<file path="src/rtl/cpu_mem_arb_pkg.sv">
// cpu_mem_arb_pkg: shared types and constants for the CPU memory arbiter
package cpu_mem_arb_pkg;
  typedef enum logic [1:0] {S_IDLE, S_RESP, S_REL} state_e;
  typedef enum logic {OWN_IF, OWN_DM} owner_e;
  localparam logic [3:0] BWEB_NONE = 4'hF;
  localparam logic CEB_OFF = 1'b1;
endpackage

</file>
<file path="src/rtl/cpu_mem_arbiter.sv">
// cpu_mem_arbiter: serialises fetch and data accesses onto one SRAM and releases both stalls in lockstep
module cpu_mem_arbiter #(
  parameter int ADDR_W = 14
) (
  input  logic              clk,
  input  logic              rst,
  input  logic              if_req,
  input  logic [31:0]       if_addr,
  input  logic              dm_req,
  input  logic              dm_we,
  input  logic [3:0]        dm_bweb,
  input  logic [31:0]       dm_addr,
  input  logic [31:0]       dm_di,
  output logic [31:0]       im_instr,
  output logic              im_stall,
  output logic [31:0]       dm_do,
  output logic              dm_stall,
  output logic              mem_ceb,
  output logic              mem_web,
  output logic [3:0]        mem_bweb,
  output logic [ADDR_W-1:0] mem_a,
  output logic [31:0]       mem_di,
  input  logic [31:0]       mem_do
);
  import cpu_mem_arb_pkg::*;
  state_e state_q, state_d;
  owner_e owner_q, owner_d;
  logic if_done_q, if_done_d, dm_done_q, dm_done_d;
  logic [31:0] im_instr_q, im_instr_d, dm_do_q, dm_do_d;
  logic resp, rel, dm_pick, if_pick, issue, go, st;
  logic unused_addr;
  // retire the answered access, then pick the next one (DM first: older instruction)
  always_comb begin
    resp = state_q == S_RESP;
    rel = state_q == S_REL;
    if_done_d = !rel & (if_done_q | (resp & owner_q == OWN_IF));
    dm_done_d = !rel & (dm_done_q | (resp & owner_q == OWN_DM));
    im_instr_d = resp & owner_q == OWN_IF ? mem_do : im_instr_q;
    dm_do_d = resp & owner_q == OWN_DM & !dm_we ? mem_do : dm_do_q;
    dm_pick = !rel & dm_req & !dm_done_d;
    if_pick = !rel & !dm_pick & if_req & !if_done_d;
    issue = dm_pick | if_pick;
    owner_d = !issue ? owner_q : dm_pick ? OWN_DM : OWN_IF;
    state_d = rel ? S_IDLE : issue ? S_RESP : resp ? S_REL : S_IDLE;
  end
  // SRAM command mux; quiet while in reset so nothing is issued
  always_comb begin
    go = issue & !rst;
    st = go & dm_pick & dm_we;
    mem_ceb = go ? 1'b0 : CEB_OFF;
    mem_a = !go ? '0 : dm_pick ? dm_addr[ADDR_W+1:2] : if_addr[ADDR_W+1:2];
    mem_web = !st;
    mem_bweb = st ? dm_bweb : BWEB_NONE;
    mem_di = st ? dm_di : '0;
  end
  // state and result registers; reset drops any in-flight read
  always_ff @(posedge clk) begin
    if (rst) begin
      state_q <= S_IDLE;
      owner_q <= OWN_IF;
      if_done_q <= 1'b0;
      dm_done_q <= 1'b0;
      im_instr_q <= '0;
      dm_do_q <= '0;
    end else begin
      state_q <= state_d;
      owner_q <= owner_d;
      if_done_q <= if_done_d;
      dm_done_q <= dm_done_d;
      im_instr_q <= im_instr_d;
      dm_do_q <= dm_do_d;
    end
  end
  assign im_stall = if_req & (state_q != S_REL) & !rst;
  assign dm_stall = dm_req & (state_q != S_REL) & !rst;
  assign im_instr = im_instr_q;
  assign dm_do = dm_do_q;
  assign unused_addr = ^{if_addr[31:ADDR_W+2], if_addr[1:0], dm_addr[31:ADDR_W+2], dm_addr[1:0]};
endmodule

</file>
<file path="config.mk">
export PLATFORM = sky130hd
export DESIGN_NAME = cpu_mem_arbiter
export DESIGN_NICKNAME = d
export VERILOG_FILES = /design/src/rtl/cpu_mem_arb_pkg.sv /design/src/rtl/cpu_mem_arbiter.sv
export SDC_FILE = /design/constraint.sdc
export NUM_CORES = 1
export LEC_CHECK = 0
export ABC_CLOCK_PERIOD_IN_PS = 3150
export CORE_ASPECT_RATIO = 1.25
export CORE_MARGIN = 3
export CORE_UTILIZATION = 35
export CTS_BUF_LIST = sky130_fd_sc_hd__clkbuf_4 sky130_fd_sc_hd__clkbuf_8 sky130_fd_sc_hd__clkbuf_16
export CTS_CLUSTER_DIAMETER = 80
export DETAILED_ROUTE_END_ITERATION = 16
export GPL_TIMING_DRIVEN = 1
export PLACE_DENSITY = 0.84
export SLEW_MARGIN = 20
export SYNTH_ARGS = -nofsm -noshare
export SYNTH_HDL_FRONTEND = slang
export SYNTH_SLANG_ARGS = --single-unit
</file>
<file path="constraint.sdc">
create_clock -name clk -period 3.15 [get_ports clk]
set_input_delay 0.4725 -clock clk [delete_from_list [all_inputs] [get_ports clk]]
set_output_delay 0.4725 -clock clk [all_outputs]
set_load 0.01 [all_outputs]
</file>
==> PnR_summary.wiki <==
{| class="wikitable"
! Metric !! Value
|-
| Status || completed
|-
| Startpoint types || register
|-
| Signed area change from the synthesized netlist to the final layout || 80.5%
|-
| Static power due to leakage || 1.93 nW
|-
| Dominant combinational cell family by area after synthesis || simple AND/OR/NAND/NOR gates
|-
| DRC violation count after routing || 0
|-
| Post-synthesis compound-gate area fraction || 19.6%
|-
| Slew headroom || 65.4%
|-
| Core area || 8380 sq um
|-
| Worst path slowest cell || sky130_fd_sc_hd__clkdlybuf4s50_1
|-
| Post-Synthesis Net Count || 531
|-
| Internal power || 1.66 mW
|-
| Share of synthesized area spent on multiplexers || 0%
|-
| Parity-gate share of the synthesized area counting xor and xnor cells || 0%
|-
| Chip Width || 89.7 um
|-
| Sequential Power Share || 42.1%
|-
| Via total after detailed routing || 3480
|-
| Insertion delay to the later sink of the worst-skew pair || 0.33 ns
|-
| Fin crit share || 93.2%
|-
| Number of antenna-violating nets in the routed design || 0
|-
| Clock Skew || 0.0123 ns
|-
| Switching power summed over all nets || 635 uW
|-
| Count of pins over their slew limit || 0
|-
| Cell count along the critical path || 5
|-
| Clock tree root driver cell || sky130_fd_sc_hd__clkbuf_8
|-
| Global placer's final weighted congestion || 0.752
|-
| Hold Vio Cnt, Final || 0
|-
| Peak per-stage delay on the critical path || 0.57 ns
|-
| Timing endpoint of the critical path || mem_a[11]
|-
| Total number of clock tree sinks || 69
|-
| Number of antenna violations at the first check in global routing || 0
|-
| Mean cell area of the mapped netlist || 7.77 sq um
|-
| Finished Core Util || 66.0%
|-
| Average wire per cell in the routed design || 15.4 um
|-
| Total clock buffers created by CTS || 9
|-
| Die Y-Extent || 111 um
|-
| Buffers from clock root to sink, at most || 2
|-
| Yosys reg bits || 69
|-
| Post-synthesis simple-gate area fraction || 29.4%
|-
| Overall fraction of global-route tracks in use || 21.5%
|-
| Power per standard cell area || 415 nW/um^2
|-
| Data arrival time of the worst path || 2.46 ns
|-
| Setup Crit Path Kind || reg -> out
|-
| Endpoint type of the worst setup path || primary output
|-
| Clock Power Share || 31.1%
|-
| # hold bufs at CTS || 0
|-
| Sequential share of the synthesized area || 45.1%
|-
| Total Power || 2.29 mW
|-
| Proportion of layout cells with a drive suffix above 1 || 5.95%
|-
| Count of mapped cells out of synthesis || 394
|-
| Post-detailed-routing wire length || 11100 um
|-
| H-tree levels || 3
|-
| RSZ-0062 raised after global routing || no
|-
| Setup_tns || 0 ns
|-
| Global-route wire length before repair || 16800 um
|-
| Leftover overflow at the end of global routing || 0
|-
| Cell Rows || 37
|-
| Area share of the largest cell type after synthesis || 45.1%
|-
| Drt first-iter violations || 117
|-
| Path depth of the worst reg2reg path || 4
|-
| Share of flip-flops with an asynchronous set or reset || 0%
|-
| Placed insts || 707
|-
| Share of synthesized cell area in full adder, half adder and majority cells || 0%
|-
| Maximum clock rate || 341 MHz
|-
| Total Die Area || 9920 sq um
|-
| Comb power frac || 26.8%
|-
| Pre-antenna DRT Iters || 4
|-
| Pin count of the biggest net entering global routing || 41
|-
| Final HPWL DP || 8490 um
|-
| Top-Level Pins || 255
|-
| TritonCTS clock tree || yes
|-
| Vias in the first global route || 3311
|-
| Peak supply drop || 447 uV
|-
| RR Endpoint || state_q[0]$_SDFF_PP0_
|-
| Switching share of total power || 27.7%
|-
| Main flop type after synthesis || sky130_fd_sc_hd__dfxtp_1
|-
| Clk slew on worst S/H paths || 0.07 ns
|-
| Max Fanout on Critical Path || 11
|-
| Met2 Usage GRT || 38.6%
|-
| Cell Area, Synth || 3060 sq um
|-
| Main area contributors after synthesis || sky130_fd_sc_hd__dfxtp_1 45%, sky130_fd_sc_hd__nand2_1 16%, sky130_fd_sc_hd__a21oi_1 11%
|-
| Synth Warn # || 0
|-
| Required time at the endpoint of the critical path || 2.68 ns
|-
| CP bufs+invs || 2
|-
| Total setup violations reported at the end of the flow || 0
|-
| Cell Count, Final, Fillers Out || 722
|-
| Count of buffers from port buffering || 218
|-
| Ant diodes || 0
|-
| Worst min-delay path class || reg -> reg
|-
| Count of unique library cells instantiated by Yosys || 28
|-
| Average vias per placed instance || 4.82
|-
| Busiest metal layer after global routing || met2
|-
| Post-layout minimum cycle time || 2.94 ns
|-
| Cell type contributing the most total cell area after synthesis || sky130_fd_sc_hd__dfxtp_1
|-
| Initial cell density of the core || 36.6%
|-
| Transition time at the pin with the least slew margin || 0.518 ns
|-
| Post-layout nets || 738
|-
| Worst reg2reg setup slack || 1.55 ns
|-
| EDFF count, synth || 0
|-
| Number of resized instances in the post-cts repair step || 0
|-
| Buffers inserted by post-CTS timing repair || 0
|-
| Met1 track demand over resource in global routing || 22.7%
|-
| Reg-to-Reg Start || state_q[1]$_SDFF_PP0_
|-
| Max-cap violations || 0
|-
| Global-route track usage on met3 || 8.28%
|-
| Crit path from || state_q[1]$_SDFF_PP0_
|-
| Top cell family by delay on the critical path || buffers and inverters
|-
| Critical path cell sequence || and3b_4 -> nor4_4 -> buf_4 -> o2bb2ai_1 -> clkdlybuf4s50_1
|}
-- power by group through the flow --
| stage | Sequential (mW) | Clock [mW] | Combinational, mW |
|---|---|---|---|
| floorplan | 0.998 | 0 | 0.243 |
| global placement | 0.981 | 0 | 0.607 |
| detailed placement | 0.985 | 0 | 0.620 |
| CTS | 0.965 | 0.732 | 0.622 |
| global route | 0.973 | 0.765 | 0.664 |
| finish | 0.965 | 0.713 | 0.616 |
-- tightest hold or removal path: stages (launching register included) --
cell and delay [ns]:
sky130_fd_sc_hd__dfxtp_1 0.31, sky130_fd_sc_hd__nand2_1 0.05, sky130_fd_sc_hd__a21oi_1 0.05
-- sequential cells by signal, summed over array words and instances, names as in the netlist --
| signal | cells |
|---|---|
| im_instr | 32 |
| dm_done_q | 1 |
| dm_do | 32 |
| owner_q | 1 |
| if_done_q | 1 |
| state_q | 2 |
-- how the worst min path moves through the flow --
stage | end | startpoint | depth (start not counted)
2_1_floorplan | if_done_q$_SDFF_PP0_ | if_done_q$_SDFF_PP0_ | 2
3_3_place_gp | dm_do[15]$_SDFFE_PP0P_ | dm_do[15]$_SDFFE_PP0P_ | 2
3_5_place_dp | dm_do[16]$_SDFFE_PP0P_ | dm_do[16]$_SDFFE_PP0P_ | 2
4_1_cts | dm_do[16]$_SDFFE_PP0P_ | dm_do[16]$_SDFFE_PP0P_ | 2
5_1_grt | dm_do[10]$_SDFFE_PP0P_ | dm_do[10]$_SDFFE_PP0P_ | 2
6_report | dm_do[16]$_SDFFE_PP0P_ | dm_do[16]$_SDFFE_PP0P_ | 2
-- cell usage after synthesis, types with 2 or more instances --
| library cell | instances |
|---|---|
| sky130_fd_sc_hd__a21oi_1 | 66 |
| sky130_fd_sc_hd__o211ai_1 | 15 |
| sky130_fd_sc_hd__inv_1 | 3 |
| sky130_fd_sc_hd__nand2_1 | 130 |
| sky130_fd_sc_hd__dfxtp_1 | 69 |
| sky130_fd_sc_hd__clkbuf_1 | 24 |
| sky130_fd_sc_hd__o2bb2ai_1 | 14 |
| sky130_fd_sc_hd__nand3_1 | 2 |
| sky130_fd_sc_hd__nand2b_1 | 6 |
| sky130_fd_sc_hd__nor2b_1 | 2 |
| sky130_fd_sc_hd__buf_2 | 7 |
| sky130_fd_sc_hd__buf_6 | 4 |
| sky130_fd_sc_hd__nor2_1 | 3 |
| sky130_fd_sc_hd__and3_1 | 2 |
| sky130_fd_sc_hd__nor4_4 | 2 |
| sky130_fd_sc_hd__and2_1 | 33 |
-- per-stage QoR --
stage	setup slack [ns]	cell area [sq um]	hold WS (ns)
finish	0.215	5530	0.454
global route	0.0529	5530	0.477
CTS	0.167	5530	0.458
detailed placement	0.287	5340	0.448
global placement	0.340	5340	0.442
floorplan	1.16	3060	0.458
-- logic make-up (layout without fill, tap and decap cells) --
logic type,after synthesis,after routing
DFF,69,69
and+or+nand+nor,188,188
buffers and inverters,38,249
AOI/OAI and AO/OA,99,99
-- cells in the final DEF (no fill, tap or decap), drive strengths merged, types with 2 or more instances in the layout --
master,instances
o2bb2ai,14
inv,3
nand2b,6
dfxtp,69
clkinv,3
a21oi,66
nor4,2
clkbuf,11
buf,14
o211ai,15
clkdlybuf4s50,217
and2,33
nor2b,3
nand3,2
nor2,3
nand2,130
and3,2
-- layer usage --
metal / wire length (um) / share of wire, %
met5: 0 / 0
met4: 161 / 1.5
met3: 1120 / 10
met2: 5700 / 51
met1: 4130 / 37
-- cell type report --
class	count	area, sq um
clock inverter	4	48.8
sequential	69	1380
clock buffer	11	145
tap	117	146
multi-input combinational	287	1520
fill	686	2850
timing repair buffer	231	2270
inverter	3	11.3
(Power assumes the default switching activity.)
